<file path="config.mk">
export PLATFORM = sky130hd
export DESIGN_NAME = lzx_74hc85
export DESIGN_NICKNAME = d
export VERILOG_FILES = /design/src/rtl/lzx_cmp_pkg.sv /design/src/rtl/lzx_74hc85_core.sv /design/src/rtl/lzx_74hc85.sv
export SDC_FILE = /design/constraint.sdc
export NUM_CORES = 1
export LEC_CHECK = 0
export BUFFER_PORTS_ARGS = -buffer_cell sky130_fd_sc_hd__buf_2
export CAP_MARGIN = 25
export CELL_PAD_IN_SITES_DETAIL_PLACEMENT = 1
export CELL_PAD_IN_SITES_GLOBAL_PLACEMENT = 1
export CORE_AREA = 4 4 41 43
export DETAILED_ROUTE_END_ITERATION = 16
export DIE_AREA = 0 0 45 47
export PLACE_DENSITY = 0.6
export SLEW_MARGIN = 0
export SYNTH_ARGS = -nofsm -noshare
export SYNTH_HDL_FRONTEND = slang
export SYNTH_HIERARCHICAL = 1
export SYNTH_SLANG_ARGS = --single-unit
</file>
<file path="constraint.sdc">
create_clock -name clk -period 2.3 [get_ports clk]
set_input_delay 0.23 -clock clk [delete_from_list [all_inputs] [get_ports clk]]
set_output_delay 0.23 -clock clk [all_outputs]
set_load 0.1 [all_outputs]
</file>
<file path="src/rtl/lzx_cmp_pkg.sv">
// Shared encodings for the lzx 4-bit magnitude comparator.
// Result vectors are ordered {gt, eq, lt}.
package lzx_cmp_pkg;

  localparam int CMP_W = 4;

  localparam logic [2:0] CMP_GT = 3'b100;
  localparam logic [2:0] CMP_EQ = 3'b010;
  localparam logic [2:0] CMP_LT = 3'b001;

endpackage

</file>
<file path="src/rtl/lzx_74hc85_core.sv">
// Combinational 74HC85-style compare with cascade resolution.
// Operand bits decide MSB first; the cascade inputs only matter on a tie.
module lzx_74hc85_core
  import lzx_cmp_pkg::*;
(
  input  logic [CMP_W-1:0] A,
  input  logic [CMP_W-1:0] B,
  input  logic             IA_g,
  input  logic             IA_e,
  input  logic             IA_l,
  output logic [2:0]       o_res
);

  logic w_dec;
  logic w_gt;

  always_comb begin
    w_dec = 1'b0;
    w_gt  = 1'b0;
    for (int i = CMP_W - 1; i >= 0; i--) begin
      if (!w_dec && (A[i] != B[i])) begin
        w_dec = 1'b1;
        w_gt  = A[i];
      end
    end
  end

  // Tie with IA_e low: both-high gives 000, both-low gives 101.
  always_comb begin
    o_res = CMP_EQ;
    if (w_dec) begin
      o_res = w_gt ? CMP_GT : CMP_LT;
    end else if (IA_e) begin
      o_res = CMP_EQ;
    end else begin
      o_res = {~IA_l, 1'b0, ~IA_g};
    end
  end

endmodule

</file>
<file path="src/rtl/lzx_74hc85.sv">
// Registered 4-bit magnitude comparator with cascade inputs.
// One cycle of latency; synchronous active-high reset clears all flags.
module lzx_74hc85
  import lzx_cmp_pkg::*;
(
  input  logic             clk,
  input  logic             rst,
  input  logic [CMP_W-1:0] A,
  input  logic [CMP_W-1:0] B,
  input  logic             IA_g,
  input  logic             IA_e,
  input  logic             IA_l,
  output logic             QA_g,
  output logic             QA_e,
  output logic             QA_l
);

  logic [2:0] w_res;
  logic [2:0] r_q;

  lzx_74hc85_core u_core (
    .A     (A),
    .B     (B),
    .IA_g  (IA_g),
    .IA_e  (IA_e),
    .IA_l  (IA_l),
    .o_res (w_res)
  );

  always_ff @(posedge clk) begin
    if (rst) begin
      r_q <= 3'b000;
    end else begin
      r_q <= w_res;
    end
  end

  assign QA_g = r_q[2];
  assign QA_e = r_q[1];
  assign QA_l = r_q[0];

endmodule

</file>
* Yosys cells after proc, flatten, opt, wreduce, memory -nomap -nowiden
Index checks and enable logic that the tools add are counted.
Cells by class: $lt $le $gt $ge 0, muxes and demuxes 11, reductions and logical operators 6, equal/unequal tests 4, add/subtract/negate cells 0, bitwise gates (word level) 2, shift-type cells 0, multipliers 0, div/mod/pow operators 0
Operators by type and width (count):
- two-way mux 3 bit | 3
- two-way mux 1 bit | 8
- != test 1 bit | 4
- logical AND 1 bit | 3
- logical NOT 1 bit | 3
- inverter 1 bit | 2
Storage, ports and cells: output and inout port bits 3, register bits 3, input port bits 13, memories 0, ROM bits 0, latch bits 0, logic and storage cells 24, bits in writable memories 0

* Depth between registers and ports, before layout
Gate-level depths: netlist (run 1).
depth in word-level cells 13, mapped depth 5

* By module
The synthesis (run 1) kept the hierarchy.
Modules (own cells, without submodules):
- lzx_74hc85_core | times used 1, area each 166.4 um2, cells each 23, sequential area each 0.0 um2
- lzx_74hc85 | times used 1, area each 78.8 um2, cells each 6, sequential area each 60.1 um2

* Worst setup path after synthesis (run 1)
Ideal clock, no wire load.
path kind input to register, start point input port B[3], end point register r_q[1], required time 2.235 ns, setup slack 1.131 ns, stages 5, data arrival time 1.103 ns, cell sequence inv_1 -> ha_1 -> nand4b_1 -> nor4_2 -> nor2b_1
Between the ends: cells in the longest elaborated chain, start to end 12
RTL lines:
- start: declaration | line lzx_74hc85.sv:9 | input logic [CMP_W-1:0] B,
- != test 1 bit * | line lzx_74hc85_core.sv:21 | if (!w_dec && (A[i] != B[i])) begin
- two-way mux 1 bit * | line lzx_74hc85_core.sv:21
- logical NOT 1 bit | line lzx_74hc85_core.sv:21
- logical AND 1 bit | line lzx_74hc85_core.sv:21
- two-way mux 1 bit * | line lzx_74hc85_core.sv:21
- logical NOT 1 bit | line lzx_74hc85_core.sv:21
- logical AND 1 bit | line lzx_74hc85_core.sv:21
- two-way mux 1 bit * | line lzx_74hc85_core.sv:21
- logical NOT 1 bit | line lzx_74hc85_core.sv:21
- logical AND 1 bit | line lzx_74hc85_core.sv:21
- two-way mux 1 bit * | line lzx_74hc85_core.sv:21
- two-way mux 3 bit * | line lzx_74hc85_core.sv:31 | if (w_dec) begin
- named net w_res[1] | line lzx_74hc85.sv:18 | logic [2:0] w_res;
- end signal: assignment | line lzx_74hc85.sv:34 | r_q <= w_res;
- end: declaration | line lzx_74hc85.sv:19 | logic [2:0] r_q;
Mark *: on every way through the listed nets, which the timed path passes. The rest lies on a longest branch. A chain may end at the register's enable or synchronous reset.

* Worst setup path in the final report (run 1)
start point register r_q[1], end point output port QA_e
RTL lines:
- end: declaration | line lzx_74hc85.sv:14 | output logic QA_e,
No word-level cell between the ends.

==> run metrics, run 1 <==
outcome=complete, no violations; FF+latch area=60.1 sq um; Setup Viol. Count Final=0; Int Pwr=146 uW; CP max-delay cell=buf_2; dpl cell area=339 sq um; Routed WL per cell=8.92 um; Pwr per Cell Area=604 nW/um^2; leakage=0.000182 uW; Multi-input gate area=174 sq um; synth-to-layout area growth=49.0%; combinational power share=32.8%; initial antenna violation count=0; switch share=33.7%; CTS tree=done; number of top-level pins=16; TritonCTS Sinks=3; Die Y=47 um; Slew Viols, Final=0; drt pass-1 iters=1; crit path launch type=flip-flop; Seq pwr share=25.6%; crit path buf inv count=1; library cells used by synthesis=17; core box area=1300 sq um; met2 Use GR=10.5%; Slew HR=67.8%; post-DP HPWL=497 um; met1 Usage GRT=6.11%; first-pass GRT wire length=938 um; worst min path class=input pin to flip-flop; # diodes=0; final instance area=365 sq um; fraction of layout cells with a size suffix above 1=43.8%; flops & latches, synth=3; largest net degree at the start of global routing=5; vias per cell=4.19; DR vias=264; Worst EP arrival=940 ps; CP max stage delay=410 ps; die area=2120 sq um; routability cong.=0.599; Syn Area/Cell=8.46 sq um; Crit path max-delay family=buffers and inverters; Fmax achieved=854 MHz; FILL cells=176; CTS hold repair buffers=0; Initial DRC Count=0; Largest regs=r_q: 3 flops; Clk pwr share=41.6%; post-route antenna net violation count=0; H-tree lvl count=1; Hold Fails Final Rpt=0; sequential area share after synthesis=24.5%; num rows=13; Max rail drop VDD=0.111 mV; initial core utilization=18.8%; Synth Net Count=44; CTS Buffer Depth=2; Worst-Margin Slew=487 ps; Mapped Cells=29; Die Span X=45 um; Post-route DRC=0; Num CTS Buffers=3; total setup buffers inserted after CTS=0; sw power=74.3 uW; Synth Warn #=6; Crit. End Element=output port; final cycle utilization of the critical path=50.9%; Port Buffers=15; layer with the highest usage=met2; Layout Nets=64; root buffer cell=clkbuf_4; Final Critical Period=1170 ps; synthesized area=245 sq um; RSZ-0062 raised after global routing=false; CP Cell Sequence=buf_2; vias in the first global route=257; Req. time, crit path=2070 ps; Worst Path Max Fanout=1; Final TNS setup=0 ps; GRT Residual Overflow=0; drt total wl=562 um; Resized cells post-CTS=0; hold slack=191 ps; Global Route met3 Usage=2.30%; max FFs per register=3; Max-Cap Viols=0; Reg clk slew, reported paths=40 ps; largest register by flop count=r_q; global-route usage over all layers=6.70%; Crit Path Class=flip-flop to output port
-- Yosys cell counts, drive strengths merged --
cell | n | area share, %
inv | 3 | 4.6
dfxtp | 3 | 24
nor2 | 3 | 4.6
nor4 | 1 | 5.1
nor2b | 6 | 18
o211ai | 1 | 3.1
nand4b | 1 | 3.6
nor3 | 2 | 4.1
nand2 | 1 | 1.5
o221ai | 1 | 3.6
maj3 | 1 | 4.6
nand2b | 1 | 2.6
o21ai | 1 | 2.0
xnor2 | 1 | 3.6
ha | 2 | 10
mux2i | 1 | 4.1
-- power groups by stage --
stage / Clock [uW] / Combinational, uW / Sequential, uW
after global placement: 0 / 73.0 / 57.2
final: 91.7 / 72.3 / 56.5
after global routing: 103 / 79.4 / 56.6
after floorplan: 0 / 25.6 / 84.2
after CTS: 97.2 / 73.6 / 56.6
after detailed placement: 0 / 73.5 / 57.3
-- per-stage QoR --
stage / worst slack (ps) / cells / utilization, % / total power, uW
5_1_grt: 1090 / 63 / 28.1 / 239
4_1_cts: 1120 / 63 / 28.1 / 227
3_3_place_gp: 952 / 59 / 26.1 / 130
3_5_place_dp: 952 / 59 / 26.1 / 131
6_report: 1130 / 63 / 28.1 / 221
2_1_floorplan: 1130 / 29 / - / 110
-- layout by cell type, fill, tap and decap left out, types with 2 or more instances in the layout --
cell type   n
buf_2      15
clkbuf_4    3
dfxtp_1     3
ha_1        2
inv_1       3
nor2_1      3
nor2b_1     5
nor3_1      2
-- worst paths after layout --
| path | slack (ps) | endpoint | cells after the start | startpoint |
|---|---|---|---|---|
| max | 1130 | QA_e | 1 | r_q[1]$_SDFF_PP0_ |
| min | 190 | r_q[0]$_SDFF_PP0_ | 2 | rst |
-- layout make-up --
| cell class | instances | area share, % |
|---|---|---|
| multi-input combinational | 23 | 47.6 |
| tap | 15 | 5.14 |
| sequential | 3 | 16.4 |
| inverter | 3 | 3.08 |
| clock buffer | 4 | 7.19 |
| timing repair buffer | 15 | 20.5 |
-- routing by layer --
metal | vias up | part of all wire [%]
met5 | - | 0
met4 | 0 | 1.2
met3 | 2 | 9.4
met2 | 9 | 52
met1 | 116 | 37
li1 | 137 | -
-- logic make-up after synthesis --
logic type	count (synthesis)	synth area share, %
AOI/OAI and AO/OA	3	8.67
xor gates and xnor gates	1	3.57
adders and majority gates	3	14.8
buffers and inverters	3	4.59
DFF	3	24.5
muxes	1	4.08
and+or+nand+nor	15	39.8
Note: power is estimated with default switching activity, not from simulation.
==> run 2, diff against run 1 <==
clock period = 1.1 ns   (was 2.3 ns; I/O delays follow)
==> run metrics, run 2 (synthesis results as in run 1) <==
global-route usage over all layers=6.31%; Design Power=503 uW; # diodes=0; Worst Path Max Fanout=4; FF+latch area=60.1 sq um; H-tree lvl count=1; fraction of layout cells with a size suffix above 1=47.1%; Worst EP arrival=1120 ps; die area=2120 sq um; FILL cells=175; Layout Nets=67; drt pass-1 iters=1; Slew Viols, Final=0; final cycle utilization of the critical path=86.0%; initial antenna violation count=0; Worst-Margin Slew=245 ps; CP Cell Sequence=buf_2 -> inv_1 -> ha_1 -> nand4b_1 -> nor4_2 -> nor2b_1; Setup Viol. Count Final=0; Max-Cap Viols=0; Die Span X=45 um; core box area=1300 sq um; initial core utilization=18.8%; Port Buffers=15; largest register by flop count=r_q; drt total wl=574 um; largest net degree at the start of global routing=5; TritonCTS Sinks=3; Clk pwr share=39.0%; commonest non-fill, non-tap cell in the layout=buf_2; Slew HR=83.7%; CTS hold repair buffers=0; most frequent cells in the layout=buf_2, nor2b_1; total setup buffers inserted after CTS=0; wire length on met3=60 um; crit path launch type=input pin; Num CTS Buffers=3; Resized cells post-CTS=0; met2 WL=281 um; Crit Path Class=input pin to flip-flop; num rows=13; CTS Buffer Depth=2; Met1 Routed Length=201 um; synth-to-layout area growth=76.5%; Final Critical Period=946 ps; CP max-delay cell=ha_1; final instance area=433 sq um; DR vias=271; leakage=0.000207 uW; highest routed layer=met4; Fmax achieved=1060 MHz; switch share=32.7%; root buffer cell=clkbuf_4; Req. time, crit path=1270 ps; RSZ-0062 raised after global routing=false; Post-route DRC=0; vias in the first global route=269; Largest regs=r_q: 3 flops; outcome=complete, no violations; dpl cell area=407 sq um; first-pass GRT wire length=917 um; Pwr per Cell Area=1160 nW/um^2; routability cong.=0.632; Max rail drop VDD=0.241 mV; max FFs per register=3; Crit. End Element=flip-flop; Hold Fails Final Rpt=0; Die Y=47 um; GRT Residual Overflow=0; crit path buf inv count=2; CP max stage delay=320 ps; number of top-level pins=16; hold slack=59.9 ps; post-route antenna net violation count=0; Seq pwr share=24.5%; Crit path max-delay family=simple AND/OR/NAND/NOR gates; combinational power share=36.5%; sw power=164 uW; worst min path class=input pin to flip-flop; post-route setup slack=154 ps; vias per cell=4.11; Reg clk slew, reported paths=40 ps; pre-CTS setup slack=-122 ps; Multi-input gate area=174 sq um; Initial DRC Count=0; CTS tree=done; Int Pwr=338 uW; Routed WL per cell=8.70 um
## run 2: cell type report
type                       count  area share (%)
clock buffer                   4            6.07
inverter                       3            2.60
timing repair buffer          18            32.9
tap                           15            4.34
multi-input combinational     23            40.2
sequential                     3            13.9
## run 2: through the flow
step           cells  utilization [%]  TNS, ps
3_5_place_dp      62             31.3     -236
3_3_place_gp      62             31.3     -191
2_1_floorplan     29                -        0
5_1_grt           66             33.3        0
6_report          66             33.3        0
4_1_cts           66             33.3        0
## run 2: power by group through the flow
| stage | sequential, uW | combinational [uW] | clock, uW |
|---|---|---|---|
| global placement | 125 | 185 | 0 |
| global route | 124 | 199 | 217 |
| CTS | 123 | 187 | 209 |
| detailed placement | 125 | 187 | 0 |
| finish | 123 | 184 | 196 |
| floorplan | 176 | 53.6 | 0 |
## run 2: per-layer routing
layer	track usage, %	up-vias
met5	0	-
met4	8.77	0
met3	1.53	4
met2	11.0	11
met1	4.98	114
li1	-	142
## run 2: final timing paths
| kind | startpoint | endpoint | slack (ps) | cells past startpoint |
|---|---|---|---|---|
| setup / recovery | B[3] | r_q[1]$_SDFF_PP0_ | 150 | 6 |
| hold / removal | rst | r_q[0]$_SDFF_PP0_ | 60 | 2 |
==> run 3, diff against run 2 <==
PLACE_DENSITY = unset   (was 0.6)
PLACE_DENSITY_LB_ADDON = 0.08   (was unset)
==> run metrics, run 3 (synthesis results as in run 1) <==
largest net degree at the start of global routing=5; Hold Fails Final Rpt=0; CTS tree=done; drt pass-1 iters=2; routability cong.=0.700; Req. time, crit path=1270 ps; CTS hold repair buffers=0; DR vias=272; final instance area=438 sq um; worst min path class=input pin to flip-flop; TritonCTS Sinks=3; Initial DRC Count=2; H-tree lvl count=1; Worst EP arrival=1120 ps; max FFs per register=3; Layout Nets=66; largest register by flop count=r_q; final core utilization=33.7%; CP max stage delay=290 ps; Worst-Margin Slew=231 ps; crit path launch type=input pin; Slew HR=84.6%; commonest non-fill, non-tap cell in the layout=buf_2; Max rail drop VDD=0.367 mV; CP max-delay cell=nor4_2; Crit. End Element=flip-flop; Port Buffers=15; FILL cells=168; Max-Cap Viols=0; core box area=1300 sq um; Largest regs=r_q: 3 flops; post-route antenna net violation count=0; first-pass GRT wire length=1020 um; Worst Path Max Fanout=4; Num CTS Buffers=3; die area=2120 sq um; GRT Residual Overflow=0; Post-route DRC=0; CTS Buffer Depth=2; Slew Viols, Final=0; # diodes=0; vias per cell=4.18; Fmax achieved=1060 MHz; initial antenna violation count=0; post-DP HPWL=593 um; total setup buffers inserted after CTS=0; Final Critical Period=942 ps; fraction of layout cells with a size suffix above 1=48.0%; root buffer cell=clkbuf_4; drt total wl=663 um; Crit Path Class=input pin to flip-flop; num rows=13; Resized cells post-CTS=0; Pwr per Cell Area=1170 nW/um^2; CP Cell Sequence=buf_2 -> inv_1 -> ha_4 -> nand4b_1 -> nor4_2 -> nor2b_1; RSZ-0062 raised after global routing=false; final cycle utilization of the critical path=85.6%; most frequent cells in the layout=buf_2, nor2b_1; Die Y=47 um; outcome=complete, no violations; global-route usage over all layers=7.57%; Routed WL per cell=10.2 um; Setup Viol. Count Final=0; dpl cell area=399 sq um; initial core utilization=18.8%; synth-to-layout area growth=78.6%; Die Span X=45 um; Reg clk slew, reported paths=40 ps; vias in the first global route=267; leakage=0.000202 uW; number of top-level pins=16
run 3: changes by cell type in the layout (fill, tap and decap cells not counted):
cell and delta:
ha_4 +1, ha_1 -1, buf_4 -1
run 3: power by group:
part	total (uW)	internal [uW]	switching [uW]
Clock	198	136	62.1
Combinational	191	88.8	103
Sequential	123	117	5.98
Total	513	342	171
run 3: cell type report:
type	instances	area, sq um	area share (%)
multi-input combinational	23	186	42.6
timing repair buffer	17	135	30.9
sequential	3	60.1	13.7
clock buffer	4	26.3	6.00
tap	15	18.8	4.29
inverter	3	11.3	2.57
run 3: path summary, 6_finish.rpt:
check / from / endpoint / slack, ps / cells after the start
worst max-delay path: B[3] / r_q[1]$_SDFF_PP0_ / 160 / 6
worst min-delay path: rst / r_q[0]$_SDFF_PP0_ / 60 / 2
run 3: layer usage:
metal | up-vias | GRT usage (%) | wire, um
met5 | - | 0 | 0
met2 | 13 | 11.3 | 338
met4 | 0 | 12.3 | 28
met3 | 3 | 1.53 | 57
li1 | 141 | - | -
met1 | 115 | 7.00 | 238
run 3: per-stage QoR:
stage / hold slack, ps / setup slack (ps) / setup TNS (ps) / std cells / power [uW]
final: 62.5 / 158 / 0 / 65 / 513
after global routing: 70.5 / 14.5 / 0 / 65 / 545
after CTS: 57.5 / 116 / 0 / 65 / 521
after detailed placement: 306 / -137 / -316 / 61 / 314
after global placement: 301 / -81.7 / -194 / 61 / 311
after floorplan: 182 / 51.4 / 0 / 29 / 230
run 3: worst max-delay path, delay by kind of cell:
family	cells	cell delay (ps)
buf+inv	2	140
fa+ha+maj	1	280
simple gates	3	590
